<file path="config.mk">
export PLATFORM = sky130hd
export DESIGN_NAME = frame_write_sequencer
export DESIGN_NICKNAME = d
export VERILOG_FILES = /design/src/rtl/frame_write_sequencer.sv
export SDC_FILE = /design/constraint.sdc
export NUM_CORES = 1
export LEC_CHECK = 0
export ABC_AREA = 1
export CORE_MARGIN = 8
export CORE_UTILIZATION = 45
export DETAILED_ROUTE_END_ITERATION = 10
export HOLD_SLACK_MARGIN = 0.15
export PLACE_DENSITY = 0.81
export SLEW_MARGIN = 10
export SYNTH_ARGS = -nofsm -noshare
export SYNTH_HDL_FRONTEND = slang
export SYNTH_SLANG_ARGS = --single-unit
</file>
<file path="constraint.sdc">
create_clock -name clk -period 1.74 [get_ports clk]
set_input_delay 0.261 -clock clk [delete_from_list [all_inputs] [get_ports clk]]
set_output_delay 0.261 -clock clk [all_outputs]
set_load 0.01 [all_outputs]
</file>
<file path="src/rtl/frame_write_sequencer.sv">
// Byte-to-pixel write sequencer: packs R,G,B bytes into 24-bit pixels and
// issues raster-order writes with internally generated pixel/line coordinates.
module frame_write_sequencer #(
    parameter int H_PIXELS = 110,
    parameter int V_LINES  = 110
) (
    input  logic        clk,
    input  logic        reset,
    input  logic        frame_start,
    input  logic        abort,
    input  logic [7:0]  byte_in,
    input  logic        byte_valid,
    output logic        byte_ready,
    output logic        wr_en,
    input  logic        wr_ready,
    output logic [9:0]  wr_px,
    output logic [9:0]  wr_line,
    output logic [23:0] wr_data,
    output logic        busy,
    output logic        frame_done
);

    typedef enum logic [2:0] {
        IDLE  = 3'd0,
        B0    = 3'd1,
        B1    = 3'd2,
        B2    = 3'd3,
        WRITE = 3'd4,
        DONE  = 3'd5
    } state_t;

    localparam logic [9:0] PX_LAST   = 10'(H_PIXELS - 1);
    localparam logic [9:0] LINE_LAST = 10'(V_LINES - 1);

    state_t      state_reg, state_next;
    logic [9:0]  px_reg, px_next;
    logic [9:0]  line_reg, line_next;
    logic [23:0] data_reg, data_next;

    always_ff @(posedge clk or negedge reset) begin
        if (!reset) begin
            state_reg <= IDLE;
            px_reg    <= '0;
            line_reg  <= '0;
            data_reg  <= '0;
        end else begin
            state_reg <= state_next;
            px_reg    <= px_next;
            line_reg  <= line_next;
            data_reg  <= data_next;
        end
    end

    always_comb begin
        state_next = state_reg;
        px_next    = px_reg;
        line_next  = line_reg;
        data_next  = data_reg;
        case (state_reg)
            IDLE: begin
                if (frame_start) begin
                    state_next = B0;
                    px_next    = '0;
                    line_next  = '0;
                end
            end
            B0: begin
                if (byte_valid) begin
                    data_next[23:16] = byte_in;
                    state_next       = B1;
                end
            end
            B1: begin
                if (byte_valid) begin
                    data_next[15:8] = byte_in;
                    state_next      = B2;
                end
            end
            B2: begin
                if (byte_valid) begin
                    data_next[7:0] = byte_in;
                    state_next     = WRITE;
                end
            end
            WRITE: begin
                if (wr_ready) begin
                    if (px_reg == PX_LAST) begin
                        px_next = '0;
                        if (line_reg == LINE_LAST) begin
                            line_next  = '0;
                            state_next = DONE;
                        end else begin
                            line_next  = line_reg + 10'd1;
                            state_next = B0;
                        end
                    end else begin
                        px_next    = px_reg + 10'd1;
                        state_next = B0;
                    end
                end
            end
            DONE: begin
                state_next = IDLE;
                px_next    = '0;
                line_next  = '0;
            end
            default: begin
                state_next = IDLE;
            end
        endcase
        // Abort wins over everything, including a write handshake this cycle.
        if (abort) begin
            state_next = IDLE;
            px_next    = '0;
            line_next  = '0;
            data_next  = '0;
        end
    end

    assign byte_ready = (state_reg == B0) || (state_reg == B1) || (state_reg == B2);
    assign wr_en      = (state_reg == WRITE);
    assign busy       = (state_reg != IDLE);
    assign frame_done = (state_reg == DONE);
    assign wr_px      = px_reg;
    assign wr_line    = line_reg;
    assign wr_data    = data_reg;

endmodule

</file>
## After elaboration in Yosys (flattened, before gate mapping)

Index checks and enable logic that the tools add are counted.

- Reduce and logical (&&, ||, !) cells: 15
- Equal/unequal tests: 13
- Add/subtract/negate cells: 2
- Mux-type cells: 24

Operator list:

| kind | count |
|---|---|
| 2-to-1 mux 10 bit | 8 |
| one-hot mux 10 bit (3 select lines) | 2 |
| 2-to-1 mux 8 bit | 4 |
| 2-to-1 mux 24 bit | 1 |
| 2-to-1 mux 3 bit | 8 |
| adder 10 x 1 -> 10 bit, second input constant | 2 |
| == test 10 x 7 -> 1 bit, second input constant | 2 |
| one-hot mux 3 bit (5 select lines) | 1 |
| inequality test 3 bit, second input constant | 4 |
| nonzero test 2 bit | 4 |
| == test 3 x 2 -> 1 bit, second input constant | 2 |
| == test 3 bit, second input constant | 2 |
| inequality test 3 x 2 -> 1 bit, second input constant | 2 |
| AND reduction 2 bit | 3 |
| AND reduction 5 bit | 1 |
| AND reduction 4 bit | 1 |
| nonzero test 4 bit | 1 |
| == test 3 x 1 -> 1 bit, second input constant | 1 |
| logical NOT 3 bit | 1 |
| AND reduction 3 bit | 1 |
| nonzero test 3 bit | 1 |
| logical OR 1 bit | 2 |

- Register bits: 47

## Logic depth before layout (Yosys ltp)

Gate-level depths: netlist (run 1).

- Depth in word-level cells: 6
- Depth in mapped cells: 10

## Worst setup path after synthesis (run 1)

OpenSTA, ideal clock, no wires.

- Path type: reg2reg
- From: reg px_reg[1] (netlist: wr_px[1])
- To: reg line_reg[7] (netlist: wr_line[7])
- Arrival: 1.421 ns
- Setup time: 0.118 ns
- Stages on the path, launching flop included: 11
- Data required time: 1.622 ns
- Setup slack: 0.201 ns
- Path buffers: 1
- Cells stage by stage: dfrtp_1 > inv_1 > ha_1 > inv_1 > nor2_1 > nand4_2 > nand2_2 > nand2_4 > buf_12 > nand2_2 > o21ai_2

- Cells in the longest elaborated chain, start to end: 3

Ends and longest elaborated chain:

| element | RTL line | text |
|---|---|---|
| from (decl) | 36 | `logic [9:0] px_reg, px_next;` |
| from (signal assigned) | 48 | `px_reg <= px_next;` |
| == test 10 x 7 -> 1 bit | 87 | `if (px_reg == PX_LAST) begin` |
| inequality test 3 x 2 -> 1 bit (no line) | -- |  |
| AND reduction 4 bit (no line) | -- |  |
| to (signal assigned) | 49 | `line_reg <= line_next;` |
| to (decl) | 37 | `logic [9:0] line_reg, line_next;` |

Every way passes these cells.
A chain may end at the register's enable or synchronous reset.

## Worst setup path in the final report (run 1)

- From: reg line_reg[2] (netlist: wr_line[2])
- To: out wr_line[2]

RTL lines:

| element | RTL line | text |
|---|---|---|
| to (decl) | 17 | `output logic [9:0] wr_line,` |

No word-level cell between the ends.

==> results of run 1 <==
timing repair:
| item | CTS | global route |
|---|---|---|
| gates resized for setup | 5 | 1 |
| hold endpoints to repair | 12 | 0 |
| setup endpoints to repair | 4 | 2 |
| buffers inserted | 5 | 2 |
| pin swaps | 1 | 0 |
| hold buffers | 1 | 0 |
cell families (layout without fill, tap and decap cells):
logic type,Yosys count,in the layout
multiplexers,8,8
AO/OA/AOI/OAI,39,39
adder cells (fa/ha/maj),4,4
buffers and inverters,70,155
flip-flops,47,47
AND/OR/NAND/NOR,185,185
XOR/XNOR,4,4
routing by layer:
| metal | up-vias | GRT usage | wire length, um |
|---|---|---|---|
| li1 | 1299 | - | - |
| met1 | 1210 | 0.189 | 2980 |
| met2 | 90 | 0.288 | 3450 |
| met3 | 17 | 0.0595 | 633 |
| met4 | 0 | 0.0598 | 153 |
| met5 | - | 0 | 0 |
worst max path at each step:
stage	to	slack (ps)	cells after the start
floorplan	wr_line[7]$_DFFE_PN0P_	200	10
global placement	wr_data[12]$_DFFE_PN0P_	-20	5
detailed placement	wr_data[10]$_DFFE_PN0P_	-60	5
CTS	busy	20	3
global route	wr_px[2]	6	1
finish	wr_line[2]	50	1
stage by stage:
stage,instances,utilization,cell area (um2)
after floorplan,357,-,2790
after CTS,515,0.619,3690
after global routing,517,0.622,3700
final,517,0.622,3700
after detailed placement,501,0.596,3550
after global placement,501,0.596,3550
area by class of cell:
cell class	instances	area, um2	share of cell area
repair buffers	86	792	0.214
clock inverters	3	20.0	0.00540
multi-input cells	240	1310	0.354
flip-flops and latches	47	1180	0.318
well taps	75	93.8	0.0253
inverters	61	240	0.0648
clock buffers	5	68.8	0.0186
layout by cell type, fill, tap and decap left out, types with 3 or more instances in the layout:
cell                              synthesis  final
sky130_fd_sc_hd__o21ai_0                 24     24
sky130_fd_sc_hd__nor2_2                   2      3
sky130_fd_sc_hd__nor2_1                  41     40
sky130_fd_sc_hd__nand4_1                 12     12
sky130_fd_sc_hd__nand3_1                 30     30
sky130_fd_sc_hd__nand2_2                 14     14
sky130_fd_sc_hd__inv_1                   56     56
sky130_fd_sc_hd__nor3_1                   4      4
sky130_fd_sc_hd__ha_1                     4      4
sky130_fd_sc_hd__xor2_1                   4      4
sky130_fd_sc_hd__nand2_1                 74     74
sky130_fd_sc_hd__clkbuf_8                 0      5
sky130_fd_sc_hd__dlygate4sd2_1            0      3
sky130_fd_sc_hd__nand2_4                  3      3
sky130_fd_sc_hd__clkdlybuf4s50_1          0     57
sky130_fd_sc_hd__mux2_2                   8      8
sky130_fd_sc_hd__buf_4                    2     24
sky130_fd_sc_hd__dfrtp_1                 47     45
sky130_fd_sc_hd__o21ai_2                  3      3
worst reg2reg max path, delay by kind of cell, from the launching register on:
family / cells / cell delay (ps)
AND/OR/NAND/NOR: 5 / 530
flip-flops: 1 / 430
buffers and inverters: 4 / 390
AO/OA/AOI/OAI: 1 / 120
power groups by stage:
| stage | registers, W | logic (W) | clock network (W) |
|---|---|---|---|
| finish | 0.00130 | 0.00121 | 0.000671 |
| floorplan | 0.00135 | 0.000645 | 0 |
| global placement | 0.00131 | 0.00110 | 0 |
| CTS | 0.00130 | 0.00121 | 0.000696 |
| detailed placement | 0.00131 | 0.00113 | 0 |
| global route | 0.00131 | 0.00132 | 0.000728 |
==> results_tabular.tex, run 1 <==
\begin{tabular}{lr}
\hline
Metric & Value \\
\hline
\multicolumn{2}{l}{\textbf{Run status}} \\
Run status & finished, final reports clean \\
\multicolumn{2}{l}{\textbf{Run}} \\
Max-cap violations & 0 \\
\multicolumn{2}{l}{\textbf{Route}} \\
Remaining DRCs & 0 \\
Via/cell ratio & 5.06 \\
DR iter-0 viols & 136 \\
Residual antenna-violating net count after detailed routing & 0 \\
Pre-Repair DR Iteration Count & 4 \\
Final wirelength & slightly above 7000 um \\
Vias after detailed routing & approximately 2600 \\
Wirelength per Cell & 14.0 um \\
\multicolumn{2}{l}{\textbf{Setup path}} \\
Worst setup slack for register-to-register paths & roughly 150 ps \\
Type of origin of the critical path & register \\
Type of destination of the critical path & output pin \\
Ordered list of cells on the worst path & clkdlybuf4s50\_1 \\
Kind of cell adding the most delay to the critical path & buffers and inverters \\
Launch point of the critical path & wr\_line[2]\$\_DFFE\_PN0P\_ \\
Max stage delay on crit path & 600 ps \\
Reg-to-Reg End & wr\_line[2]\$\_DFFE\_PN0P\_ \\
Launching point of the worst reg2reg path & state\_reg[1]\$\_DFFE\_PN0P\_ \\
Data arrival time of the critical path & approximately 1400 ps \\
Depth of the worst register-to-register path & 10 \\
Required time reported for the critical path endpoint & 1480 ps \\
Peak fanout along the critical path & 8 \\
CP max stage cell & sky130\_fd\_sc\_hd\_\_clkdlybuf4s50\_1 \\
Critical setup path kind & register to output pin \\
Bufs and invs on worst path & 1 \\
\multicolumn{2}{l}{\textbf{Clocking}} \\
Worst-path clk slew & 100 ps \\
Later-pin clock latency in the skew report & 310 ps \\
\# H-tree levels & 2 \\
Clock Sinks & 47 \\
CTS tree & built \\
CTS root buffer & sky130\_fd\_sc\_hd\_\_clkbuf\_8 \\
Number of clock buffers inserted by TritonCTS & 5 \\
Number of buffers on the longest clock path & 2 \\
\multicolumn{2}{l}{\textbf{Floorplanning}} \\
I/O pin count & between 60 and 70 \\
Initial cell density of the core & 0.469 \\
Die boundary height & about 95 um \\
Number of placement rows & 28 \\
Horizontal die dimension & about 95 um \\
Area inside the core boundary & just under 6000 um2 \\
Area of the die & approximately 9000 um2 \\
\multicolumn{2}{l}{\textbf{Synthesis}} \\
Post-synthesis compound-gate area fraction & 0.0923 \\
Dominant combinational cell family by area after synthesis & simple AND/OR/NAND/NOR gates \\
Cell taking the most area after synthesis & sky130\_fd\_sc\_hd\_\_dfrtp\_1 \\
Number of nets produced by synthesis & between 300 and 400 \\
Adder and majority gate portion of the synthesized area & 0.0179 \\
Most frequently used cell type in the post-synthesis netlist & sky130\_fd\_sc\_hd\_\_nand2\_1 \\
Asr flop ratio synth & 1.00 \\
Synthesized instance count & around 360 \\
Post-synth EDFFs & 0 \\
Area share of and/or/nand/nor cells after synthesis & 0.313 \\
Post-Syn Area & $\sim$2800 um2 \\
Synth Area per Inst & just under 8 um2 \\
Share of the synthesized area in the top cell type & 0.421 \\
Top cells by area in the synthesized netlist & sky130\_fd\_sc\_hd\_\_dfrtp\_1 42\%, sky130\_fd\_sc\_hd\_\_nand2\_1 9.9\%, sky130\_fd\_sc\_hd\_\_inv\_1 7.5\%, sky130\_fd\_sc\_hd\_\_nor2\_1 5.5\%, sky130\_fd\_sc\_hd\_\_nand3\_1 5.4\% \\
Flop and latch count out of synthesis & 47 \\
Commonest cells post-synth & 74 x sky130\_fd\_sc\_hd\_\_nand2\_1, 56 x sky130\_fd\_sc\_hd\_\_inv\_1, 47 x sky130\_fd\_sc\_hd\_\_dfrtp\_1, 41 x sky130\_fd\_sc\_hd\_\_nor2\_1, 30 x sky130\_fd\_sc\_hd\_\_nand3\_1 \\
Xor/xnor share of the synthesized area & 0.0125 \\
Portion of the post-synthesis area used by sequential elements & 0.421 \\
Most used flip-flop cell after synthesis & sky130\_fd\_sc\_hd\_\_dfrtp\_1 \\
Yosys warns & 0 \\
Fraction of synthesized area in multiplexers & 0.0322 \\
Netlist cell types & 37 \\
\multicolumn{2}{l}{\textbf{STA}} \\
Relative slew margins & 0.619 \\
Smallest setup slack after layout & between 50 and 60 ps \\
WHS & around 390 ps \\
Worst-margin pin slew & 572 ps \\
Final Hold Fails & 0 \\
RSZ-0062 raised after global routing & false \\
Shortest clock period the worst path allows after layout & 1690 ps \\
Count of final max-slew check failures & 0 \\
Ratio of final minimum period to clock period & 0.969 \\
Setup Viol. Count Final & 0 \\
Peak clock frequency supported by timing & 593 MHz \\
Clock skew after layout & roughly 8.7 ps \\
Setup total negative slack & 0 ps \\
\multicolumn{2}{l}{\textbf{Cells and area}} \\
Fraction of layout cells with a size suffix above 1 & 0.181 \\
Antenna diode count & 0 \\
FILL cells & 521 \\
Area growth syn-to-layout & 32.6\% \\
Largest register FFs & 24 \\
Final nets & 459 \\
\multicolumn{2}{l}{\textbf{Placement}} \\
Placement-stage worst setup slack & -60.4 ps \\
IO buf count & about 60 \\
Routability Congestion & about 0.90 \\
HPWL Detailed & 5450 um \\
\multicolumn{2}{l}{\textbf{Hold path}} \\
Classification of the worst-slack hold path & input pin to asynchronous set/reset pin \\
\multicolumn{2}{l}{\textbf{Power}} \\
Leakage power summed over all cells & around 1.8 nW \\
Seq pwr share & 0.408 \\
Internal power & 0.00203 W \\
Power Total & 0.00318 W \\
PwrDens & between 800 and 900 nW/um2 \\
Relative contribution of the clock network to total power & 0.211 \\
Switching power & 0.00115 W \\
VDD IR max & about 0.64 mV \\
Logic gate share of total power & 0.381 \\
Switching share of power & 0.361 \\
\multicolumn{2}{l}{\textbf{GRT}} \\
Total grt overflow & 0 \\
Pin count of the biggest net entering global routing & 21 \\
Wire length of the first global-routing pass & 12300 um \\
Initial antenna violation count & 0 \\
Global-route usage over all layers & 0.168 \\
Number of global-route vias before repair & around 2700 \\
\hline
\end{tabular}
Note: power is estimated with default switching activity, not from simulation.
==> run 2, diff against run 1 <==
--- a/config.mk
+++ b/config.mk
@@ -6,10 +6,11 @@
 export NUM_CORES = 1
 export LEC_CHECK = 0
 export ABC_AREA = 1
+export CORE_ASPECT_RATIO = 1.75
 export CORE_MARGIN = 8
 export CORE_UTILIZATION = 45
 export DETAILED_ROUTE_END_ITERATION = 10
-export HOLD_SLACK_MARGIN = 0.15
+export HOLD_SLACK_MARGIN = 0.12
 export PLACE_DENSITY = 0.81
 export SLEW_MARGIN = 10
 export SYNTH_ARGS = -nofsm -noshare
==> run 2 against run 1 <==
  * Combinational power barely moved
  * Global-route usage rose by 0.97 points
  * Clock skew fell by 2.9 ps
  * Final cell count rose by 0.77%
  * Register-to-register slack got worse by 110 ps
  * Sequential share of layout area fell by 0.60 points
  * Worst hold slack got worse by 0.72 ps
  * Core utilization fell by 0.22 points
  * Total power rose by 5.3%
  * Flip-flop and latch count did not move
==> results_tabular.tex, run 2 (synthesized netlist as in run 1, its figures left out) <==
\begin{tabular}{lr}
\hline
Metric & Value \\
\hline
\multicolumn{2}{l}{\textbf{Power}} \\
Leakage power summed over all cells & around 1.8 nW \\
VDD IR max & 0.722 mV \\
PwrDens & about 900 nW/um2 \\
\multicolumn{2}{l}{\textbf{Floorplanning}} \\
I/O pin count & 62 \\
Initial cell density of the core & 0.459 \\
Area of the die & between 9000 and 10000 um2 \\
Number of placement rows & 38 \\
Horizontal die dimension & roughly 76 um \\
Area inside the core boundary & between 6000 and 7000 um2 \\
Die boundary height & $\sim$120 um \\
\multicolumn{2}{l}{\textbf{Setup path}} \\
CP max stage cell & sky130\_fd\_sc\_hd\_\_dfrtp\_2 \\
Launch point of the critical path & state\_reg[0]\$\_DFFE\_PN0P\_ \\
Type of origin of the critical path & register \\
Launching point of the worst reg2reg path & state\_reg[0]\$\_DFFE\_PN0P\_ \\
Peak fanout along the critical path & 8 \\
Depth of the worst register-to-register path & 6 \\
CP most frequent cell & sky130\_fd\_sc\_hd\_\_buf\_4 \\
Bufs and invs on worst path & 3 \\
Reg-to-Reg End & wr\_data[12]\$\_DFFE\_PN0P\_ \\
Critical setup path kind & register to register \\
Ordered list of cells on the worst path & buf\_4 -> inv\_1 -> buf\_4 -> nand3\_2 -> o21ai\_4 -> mux2\_2 \\
Required time reported for the critical path endpoint & slightly below 2000 ps \\
Kind of cell adding the most delay to the critical path & flip-flops \\
Max stage delay on crit path & 440 ps \\
Type of destination of the critical path & register \\
Data arrival time of the critical path & between 1500 and 2000 ps \\
Worst setup slack for register-to-register paths & 40 ps \\
\multicolumn{2}{l}{\textbf{Clocking}} \\
Number of buffers on the longest clock path & 2 \\
Number of clock buffers inserted by TritonCTS & 5 \\
Later-pin clock latency in the skew report & between 300 and 400 ps \\
CTS tree & built \\
Worst-path clk slew & around 90 ps \\
Clock Sinks & 47 \\
\# H-tree levels & 2 \\
CTS root buffer & sky130\_fd\_sc\_hd\_\_clkbuf\_8 \\
\multicolumn{2}{l}{\textbf{Cells and area}} \\
Most common library cell in the layout ignoring fill and taps & sky130\_fd\_sc\_hd\_\_nand2\_1 \\
Post-layout utilization of the core & 0.620 \\
Storage cell area & between 1000 and 1500 um2 \\
Largest register FFs & 24 \\
Antenna diode count & 0 \\
Commonest non-fill, non-tap cells in the layout & 74 x sky130\_fd\_sc\_hd\_\_nand2\_1, 56 x sky130\_fd\_sc\_hd\_\_inv\_1, 56 x sky130\_fd\_sc\_hd\_\_clkdlybuf4s50\_1 \\
Area growth syn-to-layout & 35.0\% \\
Area taken by multi-input logic gates & about 1300 um2 \\
FILL cells & roughly 590 \\
Final nets & around 460 \\
Fraction of layout cells with a size suffix above 1 & 0.181 \\
\multicolumn{2}{l}{\textbf{GRT}} \\
Pin count of the biggest net entering global routing & 24 \\
Global-route usage over all layers & 0.178 \\
Total grt overflow & 0 \\
Initial antenna violation count & 0 \\
Met2 Usage GRT & 0.323 \\
Number of global-route vias before repair & 2713 \\
Wire length of the first global-routing pass & roughly 13000 um \\
GR met3 Demand/Resource & 0.0431 \\
Busiest metal layer after global routing & met2 \\
Met1 layer usage reported by global route & 0.177 \\
\multicolumn{2}{l}{\textbf{Placement}} \\
HPWL Detailed & between 5000 and 6000 um \\
IO buf count & 61 \\
Routability Congestion & $\sim$0.91 \\
\multicolumn{2}{l}{\textbf{Run}} \\
Max-cap violations & 0 \\
\multicolumn{2}{l}{\textbf{Route}} \\
Via/cell ratio & 5.04 \\
Residual antenna-violating net count after detailed routing & 0 \\
Vias after detailed routing & between 2000 and 3000 \\
Wirelength per Cell & around 14 um \\
Pre-Repair DR Iteration Count & 4 \\
Remaining DRCs & 0 \\
DR iter-0 viols & between 150 and 200 \\
Final wirelength & 7490 um \\
\multicolumn{2}{l}{\textbf{STA}} \\
Relative slew margins & 0.753 \\
Shortest clock period the worst path allows after layout & 1700 ps \\
Setup Viol. Count Final & 0 \\
Peak clock frequency supported by timing & 588 MHz \\
WHS & around 380 ps \\
Final Hold Fails & 0 \\
RSZ-0062 raised after global routing & true \\
Worst-margin pin slew & 370 ps \\
Clock skew after layout & approximately 5.8 ps \\
Ratio of final minimum period to clock period & 0.978 \\
Count of final max-slew check failures & 0 \\
Setup total negative slack & 0 ps \\
\multicolumn{2}{l}{\textbf{Run status}} \\
Run status & finished, final reports clean \\
\multicolumn{2}{l}{\textbf{Hold path}} \\
Classification of the worst-slack hold path & input pin to asynchronous set/reset pin \\
\hline
\end{tabular}
[run 2: changes by cell type in the layout (fill, tap and decap cells not counted), sizes merged]
cell           delta
clkinvlp          -2
dlygate4sd2       +1
clkbuf            +1
clkdlybuf4s50     -1
buf               -1
bufinv            +1
[run 2: worst reg2reg max path, cell delays in order, from the launching register on]
cell	delay [ps]
sky130_fd_sc_hd__dfrtp_2	440
sky130_fd_sc_hd__buf_4	150
sky130_fd_sc_hd__inv_1	80
sky130_fd_sc_hd__buf_4	130
sky130_fd_sc_hd__nand3_2	90
sky130_fd_sc_hd__o21ai_4	320
sky130_fd_sc_hd__mux2_2	380
[run 2: routing by layer]
| metal | wire length [um] | share of wire |
|---|---|---|
| met2 | 4200 | 0.56 |
| met5 | 0 | 0 |
| met3 | 399 | 0.053 |
| met4 | 254 | 0.034 |
| met1 | 2630 | 0.35 |
[run 2: timing repair]
item / 4_1_cts / 5_1_grt
setup endpoints to repair: 4 / 9
pin swaps: 1 / 1
gates resized for setup: 7 / 2
setup buffers: 3 / 0
hold buffers: 1 / 0
endpoints found under the hold margin: 12 / 0
[run 2: how the worst max path moves through the flow]
stage          depth (start not counted)  slack [ps]                      end
5_1_grt                                6         -20  wr_data[10]$_DFFE_PN0P_
6_report                               6          40  wr_data[12]$_DFFE_PN0P_
2_1_floorplan                         10         200   wr_line[7]$_DFFE_PN0P_
3_5_place_dp                           5         -50  wr_data[12]$_DFFE_PN0P_
3_3_place_gp                           5         -10  wr_data[12]$_DFFE_PN0P_
4_1_cts                                3           3               frame_done
[run 2: power breakdown]
part | internal (W) | switching [W]
Clock | 0.000465 | 0.000387
Combinational | 0.000519 | 0.000693
Sequential | 0.00120 | 0.0000813
Total | 0.00219 | 0.00116
[run 2: layout make-up]
cell class / count / area share
inverter: 61 / 0.0637
clock buffer: 6 / 0.0219
multi-input combinational: 240 / 0.352
sequential: 47 / 0.312
clock inverter: 2 / 0.00929
timing repair buffer: 85 / 0.214
tap: 80 / 0.0265
[run 2: per-stage QoR]
stage	total power (W)	std cells	setup slack, ps	instance area, um2
floorplan	0.00200	357	201	2790
global placement	0.00246	509	-12.4	3610
detailed placement	0.00248	509	-48.8	3610
CTS	0.00339	521	2.52	3760
global route	0.00354	521	-23.3	3770
finish	0.00335	521	38.1	3770
